==> src/rtl/wb_port_arbiter.sv <==
// wb_port_arbiter
// Shares the single regfile write port between the in-order writeback stage
// and late-completing producers such as the divider and uncached loads.
// Late results wait in a DEPTH-entry FIFO. The pipeline normally has priority.
// A head that waits too long forces a FORCE cycle, which stalls the pipeline.
// A granted pipeline write kills any older pending late write to the same rd.
//
// Ports
//   clk, rst                      clock, synchronous active-high reset
//   pipe_valid/we/rd/data         writeback-stage write request
//   pipe_rdy                      writeback may retire this cycle
//   late_valid/rd/data, late_rdy  late-result offer and FIFO-accept handshake
//   reg_we/idx/data               regfile write port (combinational grant)
//   pend_mask                     registers with a live (unkilled) pending late write
//   fifo_cnt                      FIFO occupancy
module wb_port_arbiter #(
    parameter int DEPTH    = 4,
    parameter int MAX_WAIT = 8
) (
    input  logic                       clk,
    input  logic                       rst,
    input  logic                       pipe_valid,
    input  logic                       pipe_we,
    input  logic [4:0]                 pipe_rd,
    input  logic [31:0]                pipe_data,
    output logic                       pipe_rdy,
    input  logic                       late_valid,
    input  logic [4:0]                 late_rd,
    input  logic [31:0]                late_data,
    output logic                       late_rdy,
    output logic                       reg_we,
    output logic [4:0]                 reg_idx,
    output logic [31:0]                reg_data,
    output logic [31:0]                pend_mask,
    output logic [$clog2(DEPTH):0]     fifo_cnt
);
    localparam int PW = $clog2(DEPTH);
    localparam int CW = $clog2(DEPTH) + 1;
    localparam int SW = (MAX_WAIT > 1) ? $clog2(MAX_WAIT) : 1;
    localparam logic [CW-1:0] FULL_CNT   = CW'(DEPTH);
    localparam logic [SW-1:0] STARVE_LIM = SW'(MAX_WAIT - 1);

    typedef enum logic [0:0] {ST_NORMAL = 1'b0, ST_FORCE = 1'b1} state_t;

    state_t          state_r, state_n_s;
    logic [SW-1:0]   starve_r, starve_n_s;
    logic [4:0]      rd_r    [DEPTH];
    logic [31:0]     data_r  [DEPTH];
    logic [DEPTH-1:0] valid_r, kill_r;
    logic [PW-1:0]   wr_ptr_r, rd_ptr_r;
    logic [CW-1:0]   cnt_r;

    logic pipe_req_s, head_ok_s, head_kill_s, empty_s;
    logic pipe_grant_s, head_grant_s, pop_s, enq_s, late_rdy_s, pipe_rdy_s;
    logic [31:0] pend_mask_s;

    assign pipe_req_s  = pipe_valid & pipe_we & (pipe_rd != 5'd0);
    assign empty_s     = (cnt_r == {CW{1'b0}});
    assign head_kill_s = kill_r[rd_ptr_r];
    assign head_ok_s   = ~empty_s & ~head_kill_s;
    assign late_rdy_s  = ~rst & (cnt_r < FULL_CNT);
    // r0 late results are acknowledged but never stored
    assign enq_s       = late_valid & late_rdy_s & (late_rd != 5'd0);
    // A killed head drains on its own without touching the write port
    assign pop_s       = ~rst & (head_grant_s | (~empty_s & head_kill_s));

    // Grant selection, FORCE sequencing and starvation counting
    always_comb begin
        pipe_grant_s = 1'b0;
        head_grant_s = 1'b0;
        pipe_rdy_s   = 1'b0;
        state_n_s    = ST_NORMAL;
        starve_n_s   = {SW{1'b0}};
        if (rst) begin
            state_n_s = ST_NORMAL;
        end else begin
            case (state_r)
                ST_NORMAL: begin
                    pipe_rdy_s = 1'b1;
                    if (pipe_req_s) begin
                        pipe_grant_s = 1'b1;
                    end else if (head_ok_s) begin
                        head_grant_s = 1'b1;
                    end else begin
                        pipe_grant_s = 1'b0;
                    end
                end
                ST_FORCE: begin
                    // Non-writing instructions may still retire during FORCE
                    pipe_rdy_s = ~pipe_req_s;
                    if (head_ok_s) begin
                        head_grant_s = 1'b1;
                    end else begin
                        head_grant_s = 1'b0;
                    end
                end
                default: begin
                    pipe_rdy_s = 1'b0;
                end
            endcase
            if (head_ok_s && !head_grant_s) begin
                if (starve_r == STARVE_LIM) begin
                    state_n_s  = ST_FORCE;
                    starve_n_s = starve_r;
                end else begin
                    starve_n_s = starve_r + SW'(1);
                end
            end else begin
                starve_n_s = {SW{1'b0}};
            end
        end
    end

    // Pending-rd mask from live FIFO entries
    always_comb begin
        pend_mask_s = 32'd0;
        if (rst) begin
            pend_mask_s = 32'd0;
        end else begin
            for (int i = 0; i < DEPTH; i++) begin
                if (valid_r[i] && !kill_r[i]) begin
                    pend_mask_s[rd_r[i]] = 1'b1;
                end else begin
                    pend_mask_s = pend_mask_s;
                end
            end
        end
    end

    assign reg_we    = pipe_grant_s | head_grant_s;
    assign reg_idx   = pipe_grant_s ? pipe_rd   : (head_grant_s ? rd_r[rd_ptr_r]   : 5'd0);
    assign reg_data  = pipe_grant_s ? pipe_data : (head_grant_s ? data_r[rd_ptr_r] : 32'd0);
    assign pipe_rdy  = pipe_rdy_s;
    assign late_rdy  = late_rdy_s;
    assign pend_mask = pend_mask_s;
    assign fifo_cnt  = rst ? {CW{1'b0}} : cnt_r;

    // FIFO storage, pointers, kill bits and FSM state
    always_ff @(posedge clk) begin
        if (rst) begin
            state_r  <= ST_NORMAL;
            starve_r <= {SW{1'b0}};
            wr_ptr_r <= {PW{1'b0}};
            rd_ptr_r <= {PW{1'b0}};
            cnt_r    <= {CW{1'b0}};
            valid_r  <= {DEPTH{1'b0}};
            kill_r   <= {DEPTH{1'b0}};
        end else begin
            state_r  <= state_n_s;
            starve_r <= starve_n_s;
            // Younger pipeline write supersedes older pending late writes
            for (int i = 0; i < DEPTH; i++) begin
                if (pipe_grant_s && valid_r[i] && (rd_r[i] == pipe_rd)) begin
                    kill_r[i] <= 1'b1;
                end
            end
            if (pop_s) begin
                valid_r[rd_ptr_r] <= 1'b0;
                rd_ptr_r          <= rd_ptr_r + PW'(1);
            end
            if (enq_s) begin
                rd_r[wr_ptr_r]    <= late_rd;
                data_r[wr_ptr_r]  <= late_data;
                valid_r[wr_ptr_r] <= 1'b1;
                kill_r[wr_ptr_r]  <= pipe_grant_s && (late_rd == pipe_rd);
                wr_ptr_r          <= wr_ptr_r + PW'(1);
            end
            case ({enq_s, pop_s})
                2'b10:   cnt_r <= cnt_r + CW'(1);
                2'b01:   cnt_r <= cnt_r - CW'(1);
                default: cnt_r <= cnt_r;
            endcase
        end
    end
endmodule

==> config.mk <==
export PLATFORM = sky130hd
export DESIGN_NAME = wb_port_arbiter
export DESIGN_NICKNAME = d
export VERILOG_FILES = /design/src/rtl/wb_port_arbiter.sv
export SDC_FILE = /design/constraint.sdc
export NUM_CORES = 1
export LEC_CHECK = 0
export BUFFER_PORTS_ARGS = -buffer_cell sky130_fd_sc_hd__buf_4
export CAP_MARGIN = 20
export CORE_MARGIN = 3
export CORE_UTILIZATION = 63
export CTS_BUF_LIST = sky130_fd_sc_hd__clkbuf_4
export CTS_CLUSTER_SIZE = 16
export DETAILED_ROUTE_END_ITERATION = 8
export PLACE_DENSITY = 0.92
export SYNTH_ARGS = -nofsm -noshare
export SYNTH_HDL_FRONTEND = slang
export SYNTH_SLANG_ARGS = --single-unit
==> constraint.sdc <==
create_clock -name clk -period 4.6 [get_ports clk]
set_input_delay 0.23 -clock clk [delete_from_list [all_inputs] [get_ports clk]]
set_output_delay 0.23 -clock clk [all_outputs]
set_load 0.02 [all_outputs]
==> results by group, run 1 <==
Clocking
  • Clock slew at reported path FFs: 160 ps
  • # Post-CTS Setup Buffers: 0
  • CTS Buf Count: 17
  • CTS Root Cell: clkbuf_4
  • Clock Path Buffers: 2
  • # clock sinks: 169
  • CTS H-tree depth: 4
  • Worst skew pair latency: 600 ps
  • CTS tree: built

Power and ir drop
  • Switching pwr: 1.25 mW
  • Cell Int Power: 2.41 mW
  • Combinational power share: 26.4%
  • PD cells: 350 mW/mm²
  • Switching share of power: 34.2%
  • Sequential power share: 49.9%
  • Pleak: 3.78 nW
  • Clk pwr share: 23.7%
  • Maximum VDD drop: 0.000405 V

Die
  • Core Area: 0.0130 mm²
  • IO Count: 154
  • DIE HEIGHT: 123 µm
  • Die area: 0.0150 mm²
  • Die W: 123 µm
  • Starting density of the core: 66.0%
  • FP Rows: 41

STA
  • Final TNS setup: 0 ps
  • Tcrit/Tclk final: 70.8%
  • PnR worst setup slack: 1350 ps
  • Post-layout min period: 3250 ps
  • Max Clock Skew: 22.2 ps
  • Hold Violations, Final: 0
  • Max Freq: 307 MHz
  • Setup violations, final: 0
  • Relative slew slack: 16.2%
  • Fin. max-slew vios: 0
  • Worst-margin pin slew: 1240 ps
  • RSZ-0062 raised after global routing: false

Synth
  • Cell taking the most area after synthesis: edfxtp_1
  • Post-synth net total: 740
  • Async S/R FF share, synth: 0%
  • Post-synth EDFFs: 148
  • Synth unique cells: 57
  • Cell area after synthesis: 0.00857 mm²
  • Synth Flop Type: edfxtp_1
  • Synth warn: 0
  • Cells after Synth: 649
  • Yosys top cell area share: 51.9%
  • Most common cell in the netlist: edfxtp_1
  • Yosys reg bits: 169
  • Avg Cell Area, Syn: 13.2 µm²
  • Synth top area cells: edfxtp_1 52%, mux4_2 10%, dfxtp_1 4.9%, a22oi_1 2.8%, xor2_1 2.2%
  • Sequential element share of the synthesized area: 56.8%
  • Most instantiated cells after synthesis: 148 x edfxtp_1, 51 x inv_1, 44 x nand2_1

Flow run
  • Max-cap check violation count: 0

Global routing
  • GRT Overall Usage: 37.1%
  • Antenna violations before repair: 1
  • Global route total overflow: 0
  • Largest net degree at the start of global routing: 56
  • First-pass GRT wire length: 40,700 µm
  • Vias in the first global route: 6,844

Layout
  • NumNets Final: 909
  • Fill count: 608
  • Area growth syn-to-layout: 22.2%
  • Share of cells above drive strength 1: 32.4%
  • Multi-input logic area: 0.00329 mm²
  • Register Area: 0.00487 mm²

Critical path
  • Crit path capture type: output pin
  • CP max FO: 38
  • Critical-path cell list: mux4_2 > nor3_2 > o21ai_4 > buf_4 > o21ai_0 > buf_4
  • Critical setup path kind: register to output pin
  • WP data arrival: 3020 ps
  • CP Launch Point: rd_ptr_r[0]
  • Crit path launch type: register
  • Critical Path RT: 4370 ps
  • CP peak stage delay: 600 ps
  • R2R Path Start: kill_r[0]
  • Most used cell, CP: buf_4
  • Slowest cell on crit path: mux4_2

Placement
  • GP Congestion: 0.933
  • Pre-CTS setup slack: 1870 ps
  • Number of port buffers: 153
  • HPWL Detailed: 15,900 µm

Drt
  • Routed vias: 7,013
  • Antenna Nets Post-Route: 0
  • Pre-antenna DRT Iters: 6
  • Routed WL: 28,400 µm
  • Drc violations: 0
  • Routed WL per cell: 28.3 µm
  • Starting DRT DRC Count: 1,181
  • DR vias/cell: 6.99

Outcome
  • Run status: completed

Hold path
  • Hold crit path type: input port to register
  • HP Start: rst
[timing repair]
| item | 4_1_cts | 5_1_grt |
|---|---|---|
| hold endpoints to repair | 148 | 0 |
| hold buffers | 37 | 0 |
| resized for setup | 0 | 0 |
[path summary, 6_finish.rpt]
| kind | to | slack, ps | depth (start not counted) |
|---|---|---|---|
| setup / recovery | reg_idx[4] | 1350 | 6 |
| hold / removal | cnt_r[1] | 100 | 2 |
| setup reg to reg | cnt_r[2] | 1940 | 9 |
| hold reg to reg | starve_r[1] | 550 | 2 |
[per-stage QoR]
stage                     cell area (µm²)  std cells  power, mW  hold slack [ps]  util [%]
after floorplan                      8570        649       2.42              329         -
after global placement               9780        932       2.68              429      75.3
after detailed placement             9780        932       2.73              432      75.3
after CTS                           10400       1001       3.57             70.7      80.3
after global routing                10500       1004       3.78              114      80.7
final                               10500       1004       3.66             99.2      80.7
[sequential cells by signal, indices dropped and copies added, names as in the netlist, named ones only]
name and flops:
wr_ptr_r 2, kill_r 4, rd_ptr_r 2, cnt_r 3, starve_r 3, state_r 1
data_r 128, valid_r 4, rd_r 20
[power by group through the flow]
stage / Sequential [mW] / Clock (mW) / Combinational (mW)
finish: 1.83 / 0.869 / 0.967
global placement: 1.88 / 0 / 0.799
global route: 1.84 / 0.930 / 1.02
floorplan: 1.79 / 0 / 0.633
detailed placement: 1.89 / 0 / 0.841
CTS: 1.85 / 0.831 / 0.884
[cell type report]
type | count | area share [%]
inverters | 51 | 1.83
well taps | 172 | 2.05
flip-flops and latches | 169 | 46.5
repair buffers | 200 | 15.5
diodes | 1 | 0.0239
clock buffers | 17 | 1.22
multi-input cells | 379 | 31.5
clock inverters | 15 | 1.43
[layer usage]
metal / track usage (%) / share of wire [%] / up-vias
met5: 0 / 0 / -
met1: 46.9 / 34 / 3348
met2: 61.6 / 48 / 693
li1: - / - / 2842
met3: 8.48 / 12 / 130
met4: 17.0 / 5.3 / 0
[critical path, delay by kind of cell (launching register included)]
family	cells	cell delay, ps
multiplexers	1	600
AO/OA/AOI/OAI	2	480
flip-flops	1	500
AND/OR/NAND/NOR	1	300
buffers and inverters	2	500
[cell families after synthesis]
family | Yosys count | synth area share, %
flops | 169 | 56.8
simple gates | 151 | 10.9
compound gates | 143 | 11.7
buf+inv | 101 | 5.15
mux | 44 | 10.7
xor+xnor | 29 | 2.96
fa+ha+maj | 12 | 1.84
[cells in the final DEF, fill, tap and decap left out, drive strengths merged, types with 11 or more instances in the layout]
cell / Yosys / routed
a21oi: 29 / 29
a221oi: 16 / 16
a22oi: 32 / 32
buf: 19 / 163
clkbuf: 31 / 17
dfxtp: 21 / 21
dlygate4sd3: 0 / 37
edfxtp: 148 / 148
ha: 11 / 11
inv: 51 / 56
mux4: 38 / 38
nand2: 44 / 44
nor2: 32 / 32
nor3b: 12 / 12
o21ai: 39 / 39
o22ai: 17 / 17
xor2: 22 / 22
Power figures use the tool's default switching activity.
==> run 2, diff against run 1 <==
- CORE_UTILIZATION: 63 -> 52
- PLACE_DENSITY: 0.92 -> 0.81
- clock period: 4.6 -> 2.7 ns (I/O delays scaled with it)
==> results by group, run 2 (synthesis results as in run 1) <==
Outcome
  • Run status: completed

Layout
  • Commonest non-fill, non-tap cell in the layout: buf_4
  • Final Cell Area: 0.0108 mm² (+3.4%)
  • Biggest register: data_r
  • NumNets Final: 937 (+3.1%)
  • Area growth syn-to-layout: 26.4%
  • Max reg flops: 128 (unchanged)
  • Largest regs: data_r (128), rd_r (20)
  • Most frequent cells in the layout: 177 x buf_4, 148 x edfxtp_1, 47 x inv_1, 44 x nand2_1, 40 x dlygate4sd3_1
  • Share of cells above drive strength 1: 34.6% (+2.2 points)
  • Antenna Cells: 0 (-1)
  • Final non-filler cell total: 1,075 (+7.1%)

Hold path
  • Hold crit path type: input port to register
  • HP Start: late_valid

Critical path
  • Critical Path RT: 2570 ps (-1800 ps)
  • Critical setup path kind: register to output pin
  • R2R Path Start: rd_ptr_r[0]
  • CP peak stage delay: 550 ps (-50 ps)
  • Crit path launch type: register
  • Slowest cell on crit path: mux4_2
  • Crit path capture type: output pin
  • WP data arrival: 2500 ps (-520 ps)
  • Critical-path cell list: mux4_2 > nor3_4 > o21ai_4 > buf_8 > o21ai_0 > buf_4
  • Delay-heaviest family, CP: multiplexers
  • CP Launch Point: rd_ptr_r[0]
  • CP max FO: 11 (-71%)
  • CP bufs+invs: 2 (unchanged)

Clocking
  • Clock slew at reported path FFs: 150 ps (about the same)
  • Worst skew pair latency: 560 ps (-40 ps)
  • # clock sinks: 169 (unchanged)
  • CTS Root Cell: clkbuf_4
  • CTS H-tree depth: 4 (unchanged)
  • Clock Path Buffers: 2 (unchanged)
  • CTS tree: built
  • CTS Buf Count: 17 (unchanged)

Power and ir drop
  • Sequential power share: 48.1% (-1.8 points)
  • Combinational power share: 27.0% (+0.6 points)
  • Cell Int Power: 4.45 mW (+84%)
  • Clk pwr share: 24.9% (+1.2 points)
  • Maximum VDD drop: 0.000468 V (+16%)
  • Switching pwr: 1.92 mW (+54%)
  • Switching share of power: 30.2% (-4.0 points)
  • Pleak: 3.93 nW (+4.2%)
  • PD cells: 588 mW/mm² (+68%)

STA
  • Tcrit/Tclk final: 97.6%
  • Setup violations, final: 0 (unchanged)
  • RSZ-0062 raised after global routing: true
  • Fin. max-slew vios: 0 (unchanged)
  • Max Clock Skew: 19.4 ps (-2.84 ps)
  • Relative slew slack: 50.3% (+34 points)
  • Hold_ws: 190 ps (+90.5 ps)
  • Worst-margin pin slew: 740 ps (-498 ps)
  • Post-layout min period: 2640 ps
  • PnR worst setup slack: 64.7 ps (-1280 ps)
  • Hold Violations, Final: 0 (unchanged)
  • Max Freq: 379 MHz

Drt
  • DR vias/cell: 5.95 (-15%)
  • Routed vias: 6,400 (-8.7%)
  • Routed WL per cell: 21.5 µm (-24%)
  • Drc violations: 0 (unchanged)
  • Routed WL: 23,100 µm (-19%)
  • Antenna Nets Post-Route: 0 (unchanged)
  • Pre-antenna DRT Iters: 5 (-1)
  • Starting DRT DRC Count: 562 (-52%)

Placement
  • Cells after DPL: 992 (+6.4%)
  • Pre-CTS setup slack: 253 ps (-1620 ps)
  • Dpl cell area: 0.00998 mm² (+2.0%)
  • HPWL Detailed: 15,400 µm (-3.1%)
  • Number of port buffers: 153 (unchanged)
  • GP Congestion: 0.955 (+2.3%)

Die
  • Die area: 0.0181 mm² (+20%)
  • Core Area: 0.0160 mm² (+23%)
  • DIE HEIGHT: 134 µm (+9.6%)
  • Starting density of the core: 53.6% (-12 points)
  • Die W: 134 µm (+9.6%)
  • FP Rows: 46 (+12%)
  • IO Count: 154 (unchanged)

Global routing
  • GRT Overall Usage: 25.5% (-12 points)
  • Global route total overflow: 0 (unchanged)
  • Antenna violations before repair: 0 (-1)
  • Vias in the first global route: 6,424 (-6.1%)
  • Largest net degree at the start of global routing: 46 (-18%)
  • First-pass GRT wire length: 35,100 µm (-14%)

Flow run
  • Max-cap check violation count: 0 (unchanged)
[run 2: cell count changes in the layout (fill, tap and decap cells not counted), sizes merged]
cell and change:
buf +23, bufinv +3, clkbuf +1, clkinv -3, clkinvlp +2, diode -1, dlygate4sd3 +3, inv -3
o21ai +2
[run 2: metrics by stage]
| step | utilization [%] | power (mW) | setup TNS, ps |
|---|---|---|---|
| global placement | 62.4 | 4.64 | 0 |
| CTS | 67.2 | 6.37 | 0 |
| global route | 67.7 | 6.65 | -597 |
| detailed placement | 62.4 | 4.68 | 0 |
| finish | 67.7 | 6.37 | 0 |
| floorplan | - | 4.13 | 0 |
[run 2: worst paths after layout]
kind,end,slack [ps],depth (start not counted)
worst max register to register,cnt_r[2],250,10
worst min register to register,rd_ptr_r[0],510,1
worst min-delay path,wr_ptr_r[0],190,5
worst max-delay path,reg_data[31],60,6
[run 2: layer usage]
layer	vias up	share of wire (%)	routed length (µm)	GRT usage (%)
met5	-	0	0	0
li1	2900	-	-	-
met3	58	7.3	1690	5.55
met1	3108	40	9240	32.8
met2	334	50	11500	42.6
met4	0	2.9	676	9.90
[run 2: area by class of cell]
class	count	area (µm²)
clock inverter	14	184
inverter	51	191
timing repair buffer	226	1860
fill	1150	5160
multi-input combinational	381	3320
tap	216	270
sequential	169	4870
clock buffer	18	135
[run 2: power by group through the flow]
| stage | clock network [mW] | logic, mW | registers, mW |
|---|---|---|---|
| floorplan | 0 | 1.08 | 3.05 |
| global placement | 0 | 1.52 | 3.11 |
| detailed placement | 0 | 1.56 | 3.12 |
| CTS | 1.62 | 1.68 | 3.07 |
| global route | 1.73 | 1.85 | 3.08 |
| finish | 1.59 | 1.72 | 3.06 |
[run 2: repair_timing]
action | in CTS | in global routing
endpoints found under the hold margin | 158 | 0
endpoints found under the setup margin | 37 | 41
hold buffers | 40 | 0
gates cloned | 2 | 0
resized for setup | 12 | 18
setup buffers | 2 | 7
pin swaps | 1 | 4
[run 2: worst min-delay path, cell delays in order]
cell	delay [ps]
buf_4	110
o211a_1	110
buf_4	190
xnor2_1	140
nor2_1	40
